==> config.mk <==
export PLATFORM = sky130hd
export DESIGN_NAME = dmem_access_ctrl
export DESIGN_NICKNAME = d
export VERILOG_FILES = /design/src/rtl/dmem_access_ctrl.sv
export SDC_FILE = /design/constraint.sdc
export NUM_CORES = 1
export LEC_CHECK = 0
export CORE_MARGIN = 5
export CORE_UTILIZATION = 25
export DETAILED_ROUTE_END_ITERATION = 6
export MAX_ROUTING_LAYER = met4
export PLACE_DENSITY = 0.54
export SETUP_SLACK_MARGIN = 0.15
export SKIP_CTS_REPAIR_TIMING = 1
export SYNTH_ARGS = -nofsm -noshare
export SYNTH_HDL_FRONTEND = slang
export SYNTH_SLANG_ARGS = --single-unit
==> constraint.sdc <==
create_clock -name clk -period 2 [get_ports clk]
set_input_delay 0.4 -clock clk [delete_from_list [all_inputs] [get_ports clk]]
set_output_delay 0.4 -clock clk [all_outputs]
set_load 0.05 [all_outputs]
==> src/rtl/dmem_access_ctrl.sv <==
// Data-memory access controller: turns the datapath's combinational memory request
// into a registered req/ack bus transaction. Optional bus timeout: DMEM_TIMEOUT_EN.
//
// state | meaning
// IDLE  | no access in flight; a request stalls the CPU and is captured
// BUSY  | bus_req high, waiting for bus_ack (or timeout)
// DONE  | access complete, mem_din valid, CPU advances this cycle
module dmem_access_ctrl #(
   parameter int ADDR_W = 32
`ifdef DMEM_TIMEOUT_EN
   ,
   parameter int TIMEOUT_CYCLES = 255
`endif
) (
   input  logic              clk,
   input  logic              cpu_rst_n,
   input  logic              mem_ren,
   input  logic              mem_wen,
   input  logic [31:0]       mem_addr,
   input  logic [31:0]       mem_dout,
   output logic [31:0]       mem_din,
   output logic              mem_stall,
   output logic              bus_req,
   output logic              bus_we,
   output logic [ADDR_W-1:0] bus_addr,
   output logic [31:0]       bus_wdata,
   input  logic              bus_ack,
   input  logic [31:0]       bus_rdata,
   output logic              misalign,
   output logic [31:0]       access_cnt
`ifdef DMEM_TIMEOUT_EN
   ,
   output logic              bus_timeout
`endif
);

   typedef enum logic [1:0] {
      IDLE = 2'd0,
      BUSY = 2'd1,
      DONE = 2'd2
   } state_t;

   state_t state;
   logic   rw_both;

`ifdef DMEM_TIMEOUT_EN
   logic [15:0] wait_cnt;
`endif

   // Stall is combinational so the datapath is held in the request cycle itself.
   assign mem_stall = cpu_rst_n &
                      ((state == BUSY) | ((state == IDLE) & (mem_ren | mem_wen)));

   always_ff @(posedge clk or negedge cpu_rst_n) begin
      if (!cpu_rst_n) begin
         state      <= IDLE;
         bus_req    <= 1'b0;
         bus_we     <= 1'b0;
         bus_addr   <= '0;
         bus_wdata  <= '0;
         mem_din    <= '0;
         misalign   <= 1'b0;
         access_cnt <= '0;
         rw_both    <= 1'b0;
`ifdef DMEM_TIMEOUT_EN
         wait_cnt    <= '0;
         bus_timeout <= 1'b0;
`endif
      end else begin
         case (state)
            IDLE: begin
               if (mem_ren | mem_wen) begin
                  bus_we    <= mem_wen;
                  bus_addr  <= {mem_addr[ADDR_W-1:2], 2'b00};
                  bus_wdata <= mem_dout;
                  bus_req   <= 1'b1;
                  rw_both   <= mem_ren & mem_wen;
                  if (mem_addr[1:0] != 2'b00) misalign <= 1'b1;
`ifdef DMEM_TIMEOUT_EN
                  wait_cnt <= '0;
`endif
                  state <= BUSY;
               end
            end
            BUSY: begin
               if (bus_req && bus_ack) begin
                  // A combined read+write is performed as a write and returns zero.
                  if (!bus_we)      mem_din <= bus_rdata;
                  else if (rw_both) mem_din <= '0;
                  bus_req    <= 1'b0;
                  access_cnt <= access_cnt + 32'd1;
                  state      <= DONE;
               end
`ifdef DMEM_TIMEOUT_EN
               else if (wait_cnt == 16'(TIMEOUT_CYCLES - 1)) begin
                  if (!bus_we) mem_din <= 32'hDEAD_BEEF;
                  bus_req     <= 1'b0;
                  bus_timeout <= 1'b1;
                  state       <= DONE;
               end else begin
                  wait_cnt <= wait_cnt + 16'd1;
               end
`endif
            end
            DONE: begin
               state <= IDLE;
            end
            default: begin
               state   <= IDLE;
               bus_req <= 1'b0;
            end
         endcase
      end
   end

endmodule

== After elaboration in Yosys (flattened, before gate mapping) ==
Index checks and enable logic that the tools add are counted.
Operators by class
  add/sub/neg operators: 1
  equality and inequality tests: 5
  mux-type cells: 8
  bitwise operators: 6
  reductions and logical operators: 9
Operators by type and width (count)
  32-bit two-way mux: 2
  32-bit by 1-bit adder with 32-bit output (second input constant): 1
  3-bit AND reduction: 3
  2-bit by 1-bit != test with 1-bit output (second input constant): 3
  2-bit AND reduction: 3
  2-bit two-way mux: 2
  2-bit case mux with 2 select lines: 1
  1-bit AND: 3
  1-bit case mux with 3 select lines: 1
  2-bit by 1-bit == test with 1-bit output (second input constant): 1
  2-bit == test (second input constant): 1
  2-bit zero test: 1
  1-bit two-way mux: 2
  1-bit bitwise OR: 2
  2-bit nonzero test: 1
  1-bit logical AND: 1
  1-bit inverter: 1
Storage, ports and cells
  flip-flop bits (word level): 132
  output and inout port bits: 132
  word-level logic and storage cells: 38

== Longest topological paths before layout ==
Gate-level depths: netlist of the first run.
  depth in word-level cells: 4
  gate-level depth with buffers: 6
  depth with buffers taken out: 5

== Worst setup path before layout of the first run ==
OpenSTA, ideal clock, no wires.
  path type: reg2reg
  start: register access_cnt[0]
  end: register access_cnt[12]
  library setup time: 0.082 ns
  data arrival time: 1.899 ns
  slack: 0.018 ns
  cell stages (with the launch flop): 6
  buffers on the path: 0
  period minus slack after synthesis: 1.982 ns
  path through: dfrtp_1 > ha_1 > nand3_1 > or4_4 > nor3_1 > xor2_1
Between the ends
  word-level cells in the longest chain between the ends: 1
RTL lines
  start, declared: line 30  | output logic [31:0] access_cnt
  start signal, assigned: line 91  | access_cnt <= access_cnt + 32'd1;
  32-bit by 1-bit adder with 32-bit output: line 91
No other way between the ends.
A chain may end at the register's enable or synchronous reset.

== Worst setup path in the final report of the first run ==
  start: register state[0]
  end: output port mem_stall
Between the ends
  word-level cells in the longest chain between the ends: 4
  elaborated cells on any way between the ends: 5
  those cells by class: 1 x eq/ne; 3 x bitwise; 1 x reduce/logical
RTL lines
  start, declared: line 43  | state_t state;
  start signal, assigned: line 56  | state <= IDLE;
  start signal, assigned: line 82  | state <= BUSY;
  start signal, assigned: line 92  | state <= DONE;
  2-bit zero test: line 52  | ((state == BUSY) | ((state == IDLE) & (mem_ren | mem_wen)));
  1-bit AND: line 52
  1-bit bitwise OR (*): line 52
  1-bit AND (*): line 51  | assign mem_stall = cpu_rst_n &
  end, declared: line 22  | output logic mem_stall,
Every way passes the cells marked *; elsewhere a longest branch is shown, timed or not.

==> impl_results.md, run 1 <==
* Result of the run: finished clean
* Required time reported for the critical path endpoint at 1.60 ns
* Placer Congestion at 0.797
* Clk Tree Root Cell: sky130_fd_sc_hd__clkbuf_16
* Vias per inst at 4.32
* Clock buffer count from CTS at 17
* Area growth, synth to finish at 67.0%
* Data arrival, critical path at 1.39 ns
* CTS tree: yes
* Placeable core region at 0.0204 sq mm
* IO Port Bufs at 230
* Fin crit share at 89.7%
* Antenna violations before repair at 0
* Fraction of layout cells with a size suffix above 1 at 25.0%
* Launching instance or port of the critical path: state[0]$_DFFE_PN0P_
* Biggest fanout along the worst timing path at 5
* Total congestion overflow after global routing at 0
* Number of hold violations in the final report at 0
* Clock-pin transition on the worst setup and hold timing paths at 0.05 ns
* Num Clock Sinks at 132
* Measured slew at the worst slew-check pin at 0.815 ns
* Number of buffers on the longest clock path at 2
* Antenna cells at 0
* Post-Synthesis Cell Area at 0.00519 sq mm
* Setup Skew at 0.00918 ns
* Depth of the CTS H-tree at 4
* Die extent in x at 154 microns
* Iteration-0 DRC Markers at 117
* Setup-failing EPs final at 0
* Shortest period the worst path allows at 1.79 ns
* Seq/Total Area, Yosys at 63.6%
* Nature of the critical path startpoint: flop
* Yosys cell types at 33
* Die height at 154 microns
* Wire per inst at 16.3 microns
* DRC violations left at 0
* Setup TNS after final layout at 0 ns
* Maximum Capacitance Violations at 0
* Initial core utilization at 25.5%
* Cell count after synthesis at 362
* Total routing usage reported by global routing at 12.6%
* Floorplan row count at 52
* Filler cells at 1903
* Critical path endpoint category: output pin
* Leakage Power at 4.75 nW
* First-pass GRT wire length at 23300 microns
* Type of the worst setup path: reg2out
* Via count at 3850
* Worst slew margin relative to its limit at 45.7%
* Mean instance size in the synthesized netlist at 14.4 sq um
* I/O pin cnt at 233
* Final Max Slew Viols at 0
* Maximum number of pins on one net before global-route repair at 133
* Layout Nets at 712
* R2R Path Start: access_cnt[0]$_DFFE_PN0P_
* Syn. warnings at 0
* Setup repair after global routing missed its margin: true
* DRT Wirelength at 14500 microns
* DIE AREA at 0.0238 sq mm
* Overall Power at 14.7 mW
* Pre-antenna DRT Iters at 4
* Count of nets left with antenna violations after detail routing at 0
* PD cells at 1700 mW/mm^2
* Skew-Pair Late Insertion Delay at 0.41 ns
* Placed wire-length estimate at 10300 microns
* Post-synthesis sequential element count at 132
* Maximum resistive drop on vdd at 0.862 mV
* Via count of the first global-routing pass at 4182
* Kind of path behind the tightest hold check: in2async
* Highest attainable clock frequency at 558 MHz
[critical path, cell delays in order (launching register included)]
cell,delay [ns]
sky130_fd_sc_hd__dfrtp_2,0.44
sky130_fd_sc_hd__o311a_4,0.40
sky130_fd_sc_hd__buf_12,0.15
[state kept, by name, indices dropped and copies added (netlist names)]
register and count:
access_cnt 32, bus_addr 30, bus_req 1, bus_wdata 32, bus_we 1, mem_din 32
misalign 1, rw_both 1, state 2
[cell usage after synthesis]
master	number	area [sq um]
sky130_fd_sc_hd__a21o_1	2	15.0
sky130_fd_sc_hd__a21oi_1	1	5.00
sky130_fd_sc_hd__a22o_1	32	280
sky130_fd_sc_hd__a31o_2	1	8.76
sky130_fd_sc_hd__and2_1	2	12.5
sky130_fd_sc_hd__and3_1	4	25.0
sky130_fd_sc_hd__and4_1	1	8.76
sky130_fd_sc_hd__buf_2	7	35.0
sky130_fd_sc_hd__buf_4	2	15.0
sky130_fd_sc_hd__buf_6	1	11.3
sky130_fd_sc_hd__clkbuf_1	6	22.5
sky130_fd_sc_hd__conb_1	1	3.75
sky130_fd_sc_hd__dfrtp_1	132	3300
sky130_fd_sc_hd__ha_1	1	12.5
sky130_fd_sc_hd__inv_1	6	22.5
sky130_fd_sc_hd__mux2_2	62	698
sky130_fd_sc_hd__nand2_1	13	48.8
sky130_fd_sc_hd__nand2b_1	1	6.26
sky130_fd_sc_hd__nand3_1	17	85.1
sky130_fd_sc_hd__nand3_4	1	17.5
sky130_fd_sc_hd__nand4_1	12	75.1
sky130_fd_sc_hd__nand4b_2	1	15.0
sky130_fd_sc_hd__nor2_1	7	26.3
sky130_fd_sc_hd__nor3_1	5	25.0
sky130_fd_sc_hd__nor3_2	2	20.0
sky130_fd_sc_hd__nor4_4	3	63.8
sky130_fd_sc_hd__o21a_1	1	7.51
sky130_fd_sc_hd__o21ai_0	3	15.0
sky130_fd_sc_hd__o21ai_1	1	5.00
sky130_fd_sc_hd__o311a_2	1	11.3
sky130_fd_sc_hd__or4_4	2	22.5
sky130_fd_sc_hd__xnor2_1	26	228
sky130_fd_sc_hd__xor2_1	5	43.8
[kinds of logic (layout without fill, tap and decap cells)]
logic type                 after synthesis  in the layout  share of synthesized area [%]
buffers and inverters                   22            280                           2.05
adders and majority gates                1              1                          0.241
muxes                                   62             62                           13.4
AOI/OAI and AO/OA                       42             42                           6.70
and+or+nand+nor                         71             71                           8.69
xor gates and xnor gates                31             31                           5.23
other                                    1              2                         0.0722
DFF                                    132            132                           63.6
[metrics by stage]
step / setup slack (ns) / instances / hold slack (ns) / utilization [%] / area [sq um]
floorplan: 0.164 / 363 / 0.104 / - / 5210
global placement: -0.111 / 859 / 0.450 / 38.6 / 7860
detailed placement: -0.134 / 859 / 0.452 / 38.6 / 7860
CTS: -0.0933 / 889 / 0.156 / 41.2 / 8390
global route: 0.130 / 891 / 0.161 / 42.6 / 8670
finish: 0.207 / 891 / 0.0278 / 42.6 / 8670
[where the power goes]
part           internal [mW]  total (mW)  switching [mW]  leakage, nW
registers               3.70        4.26           0.567         1.62
clock network           1.68        2.80            1.13        0.250
logic                   2.81        7.64            4.83         2.88
[path summary, 6_finish.rpt]
check,cells past startpoint,endpoint,slack [ns]
min,2,bus_we$_DFFE_PN0P_,0.03
min in group clk,2,bus_we$_DFFE_PN0P_,0.34
max in group asynchronous,2,bus_addr[6]$_DFFE_PN0P_,1.28
max reg2reg,5,access_cnt[14]$_DFFE_PN0P_,0.29
max,2,mem_stall,0.21
min reg2reg,1,misalign$_DFFE_PN0P_,0.46
[layout make-up]
type	count	area (sq um)	area share (%)
Timing Repair Buffer	244	2670	30.8
Multi-Input combinational cell	209	1810	20.8
Clock buffer	19	433	4.99
Tap cell	270	338	3.89
Inverter	6	22.5	0.260
Clock inverter	11	90.1	1.04
Sequential cell	132	3320	38.2
[cells in the final DEF (no fill, tap or decap), types with 3 or more instances in the layout]
| cell | synthesis | layout |
|---|---|---|
| sky130_fd_sc_hd__dfrtp_2 | 0 | 10 |
| sky130_fd_sc_hd__a22o_1 | 32 | 32 |
| sky130_fd_sc_hd__nor2_1 | 7 | 6 |
| sky130_fd_sc_hd__nand3_1 | 17 | 17 |
| sky130_fd_sc_hd__dfrtp_1 | 132 | 122 |
| sky130_fd_sc_hd__buf_12 | 0 | 5 |
| sky130_fd_sc_hd__mux2_2 | 62 | 62 |
| sky130_fd_sc_hd__inv_1 | 6 | 6 |
| sky130_fd_sc_hd__nor3_1 | 5 | 5 |
| sky130_fd_sc_hd__nand2_1 | 13 | 13 |
| sky130_fd_sc_hd__clkinvlp_4 | 0 | 4 |
| sky130_fd_sc_hd__nand4_1 | 12 | 12 |
| sky130_fd_sc_hd__xor2_1 | 5 | 5 |
| sky130_fd_sc_hd__o21ai_0 | 3 | 3 |
| sky130_fd_sc_hd__clkinv_2 | 0 | 6 |
| sky130_fd_sc_hd__clkdlybuf4s50_1 | 0 | 98 |
| sky130_fd_sc_hd__clkbuf_16 | 0 | 17 |
| sky130_fd_sc_hd__and3_1 | 4 | 4 |
| sky130_fd_sc_hd__dlymetal6s2s_1 | 0 | 105 |
| sky130_fd_sc_hd__xnor2_1 | 26 | 26 |
| sky130_fd_sc_hd__buf_4 | 2 | 35 |
| sky130_fd_sc_hd__nor4_4 | 3 | 3 |
[layer usage]
layer,up-vias,GRT usage (%),wire [microns]
li1,1791,-,-
met1,1890,15.9,6180
met2,157,19.1,6930
met3,12,5.03,1260
met4,0,3.32,171
met5,-,-,0
Power figures use the tool's default switching activity.
==> run 2, diff against run 1 <==
--- a/config.mk
+++ b/config.mk
@@ -5,9 +5,11 @@
 export SDC_FILE = /design/constraint.sdc
 export NUM_CORES = 1
 export LEC_CHECK = 0
+export ABC_CLOCK_PERIOD_IN_PS = 2000
 export CORE_MARGIN = 5
 export CORE_UTILIZATION = 25
 export DETAILED_ROUTE_END_ITERATION = 6
+export GPL_TIMING_DRIVEN = 0
 export MAX_ROUTING_LAYER = met4
 export PLACE_DENSITY = 0.54
 export SETUP_SLACK_MARGIN = 0.15
==> run 2 against run 1 <==
  * The flow now finishes with violations (hold timing)
  * Sequential share of layout area down 1.1 points
  * Combinational power up 0.7%
  * Fmax down 4.1%
  * Global-route usage up 0.059 points
  * Core utilization up 1.2 points
  * Sequential power about the same
  * Count of clock-buffer cells in the layout up 1
  * Largest cell class unchanged
==> impl_results.md, run 2 (synthesis gave the netlist of run 1 again) <==
* Result of the run: finished, violations left
* Failing checks: hold timing
* Overall Power at 15.2 mW (+3.5%)
* IO Port Bufs at 230 (unchanged)
* Number of buffers on the longest clock path at 2 (unchanged)
* Total congestion overflow after global routing at 0 (unchanged)
* DRT Wirelength at 14800 microns (+2.1%)
* Clk Tree Root Cell: sky130_fd_sc_hd__clkbuf_16
* Final Max Slew Viols at 0 (unchanged)
* Setup-failing EPs final at 0 (unchanged)
* Proportion of power drawn by flip-flops and latches at 28.1% (-0.9 points)
* Placed cell count at 864 (+0.58%)
* Placed wire-length estimate at 11000 microns (+6.0%)
* Share of power burned in the clock network at 21.4% (+2.3 points)
* Total routing usage reported by global routing at 12.7% (+0.059 points)
* Nature of the critical path startpoint: flop
* Cell with the biggest individual delay on the critical path: sky130_fd_sc_hd__dfrtp_1
* Type of the worst setup path: reg2out
* Pre-antenna DRT Iters at 4 (unchanged)
* Area of the multi-input gates at 0.00182 sq mm (+0.48%)
* Slowest cell delay on critical path at 0.47 ns (+0.03 ns)
* Via count at 3919 (+1.8%)
* Vias per inst at 4.36 (+0.89%)
* DRC violations left at 0 (unchanged)
* Skew-Pair Late Insertion Delay at 0.41 ns (about the same)
* First-pass GRT wire length at 23400 microns (+0.41%)
* Layout Nets at 718 (+0.84%)
* Critical path endpoint category: output pin
* Setup repair after global routing missed its margin: true
* Clock buffer count from CTS at 17 (unchanged)
* Net switching component of the power at 6.62 mW (+1.6%)
* Fin crit share at 93.5% (+3.8 points)
* DIE AREA at 0.0238 sq mm (unchanged)
* Registers with the most flip-flops: access_cnt: 32 flops, bus_wdata: 32 flops, mem_din: 32 flops
* Floorplan row count at 52 (unchanged)
* Highest attainable clock frequency at 535 MHz (-4.1%)
* Maximum Capacitance Violations at 0 (unchanged)
* Iteration-0 DRC Markers at 123 (+5.1%)
* CP cell instances: o311a_2 -> buf_6
* Combinational cell fraction of total power at 50.5% (-1.5 points)
* Die extent in x at 154 microns (unchanged)
* Register area at 0.00331 sq mm (about the same)
* Maximum number of pins on one net before global-route repair at 68 (-49%)
* Net switching share of the total power at 43.5% (-0.82 points)
* Shortest period the worst path allows at 1.87 ns (+0.0766 ns)
* Final core utilization at 43.8% (+1.2 points)
* Kind of path behind the tightest hold check: in2async
* Clock-pin transition on the worst setup and hold timing paths at 0.06 ns (about the same)
* Measured slew at the worst slew-check pin at 0.560 ns (-0.255 ns)
* Worst slew margin relative to its limit at 62.6% (+17 points)
* Die height at 154 microns (unchanged)
* Filler cells at 1834 (-3.6%)
* Initial core utilization at 25.5% (unchanged)
* Count of nets left with antenna violations after detail routing at 0 (unchanged)
* Data arrival, critical path at 1.47 ns (+0.08 ns)
* Final cell count without fillers at 899 (+0.90%)
* Hold WS at -0.149 ns (-0.177 ns)
* Num Clock Sinks at 132 (unchanged)
* Placeable core region at 0.0204 sq mm (unchanged)
* Wire per inst at 16.5 microns (+1.2%)
* Area growth, synth to finish at 71.7%
* Maximum resistive drop on vdd at 0.878 mV (+1.9%)
* Most frequent cells in the layout: 130 x sky130_fd_sc_hd__dlymetal6s2s_1, 123 x sky130_fd_sc_hd__dfrtp_1, 98 x sky130_fd_sc_hd__clkdlybuf4s50_1
* Most common library cell in the layout ignoring fill and taps: sky130_fd_sc_hd__dlymetal6s2s_1
* Biggest fanout along the worst timing path at 5 (unchanged)
* Internal power summed over all cells at 8.60 mW (+5.0%)
* Number of hold violations in the final report at 66 (+66)
* PD cells at 1710 mW/mm^2 (+0.67%)
* Via count of the first global-routing pass at 4205 (+0.55%)
* Fraction of layout cells with a size suffix above 1 at 21.8% (-3.2 points)
* Depth of the CTS H-tree at 4 (unchanged)
* Antenna cells at 0 (unchanged)
* Antenna violations before repair at 0 (unchanged)
* CTS tree: yes
* Placer Congestion at 0.792 (-0.64%)
* Required time reported for the critical path endpoint at 1.60 ns (about the same)
* I/O pin cnt at 233 (unchanged)
* Leakage Power at 5.21 nW (+9.7%)
* Setup Skew at 0.00721 ns (-0.00197 ns)
==> run 2: cell types whose count changed in the layout (fill, tap and decap cells not counted), sizes merged <==
cell / previous run / this run
clkinv: 6 / 7
clkbuf: 19 / 25
buf: 41 / 17
inv: 6 / 7
clkinvlp: 4 / 1
dlymetal6s2s: 105 / 130
bufinv: 1 / 3
==> run 2: final cells by class <==
cell class / count / area share [%]
sequential: 132 / 37.2
clock buffer: 20 / 5.23
tap: 270 / 3.79
clock inverter: 12 / 1.71
timing repair buffer: 234 / 30.2
inverter: 6 / 0.253
multi-input combinational: 209 / 20.4
buffer: 16 / 1.25
==> run 2: metrics by stage <==
step           setup TNS (ns)  setup slack (ns)  cell area (sq um)
2_1_floorplan               0             0.164               5210
3_3_place_gp          -655.45             -5.31               7850
3_5_place_dp           -25.03            -0.841               7880
4_1_cts                 -4.74            -0.848               8500
5_1_grt               -0.0104           -0.0104               8920
6_report                    0             0.130               8920
==> run 2: layer usage <==
| layer | wire (microns) | GRT usage (%) | part of all wire, % | vias up |
|---|---|---|---|---|
| li1 | - | - | - | 1820 |
| met1 | 6540 | 16.1 | 44 | 1939 |
| met2 | 7000 | 19.2 | 47 | 152 |
| met3 | 1160 | 4.72 | 7.8 | 8 |
| met4 | 140 | 3.49 | 0.94 | 0 |
| met5 | 0 | - | 0 | - |
==> run 2: critical path: cells and delay by family, from the launching register on <==
family          cells  cell delay, ns
compound gates      1            0.44
buf+inv             1            0.16
flops               1            0.47
==> run 2: worst paths after layout <==
check | endpoint | startpoint | slack, ns | depth (start not counted)
max | mem_stall | state[0]$_DFFE_PN0P_ | 0.13 | 2
min | mem_din[2]$_DFFE_PN0P_ | cpu_rst_n | -0.15 | 1
max reg2reg | access_cnt[12]$_DFFE_PN0P_ | access_cnt[0]$_DFFE_PN0P_ | 0.19 | 5
min reg2reg | misalign$_DFFE_PN0P_ | misalign$_DFFE_PN0P_ | 0.46 | 1
max in group asynchronous | access_cnt[13]$_DFFE_PN0P_ | cpu_rst_n | 1.46 | 2
min in group clk | state[0]$_DFFE_PN0P_ | bus_ack | 0.43 | 3
==> run 2: power groups by stage <==
| stage | clock, mW | combinational, mW | sequential [mW] |
|---|---|---|---|
| after floorplan | 0 | 1.62 | 7.71 |
| after global placement | 0 | 7.76 | 4.32 |
| after detailed placement | 0 | 7.81 | 4.33 |
| after CTS | 3.36 | 7.83 | 4.31 |
| after global routing | 3.47 | 8.03 | 4.42 |
| final | 3.26 | 7.69 | 4.28 |
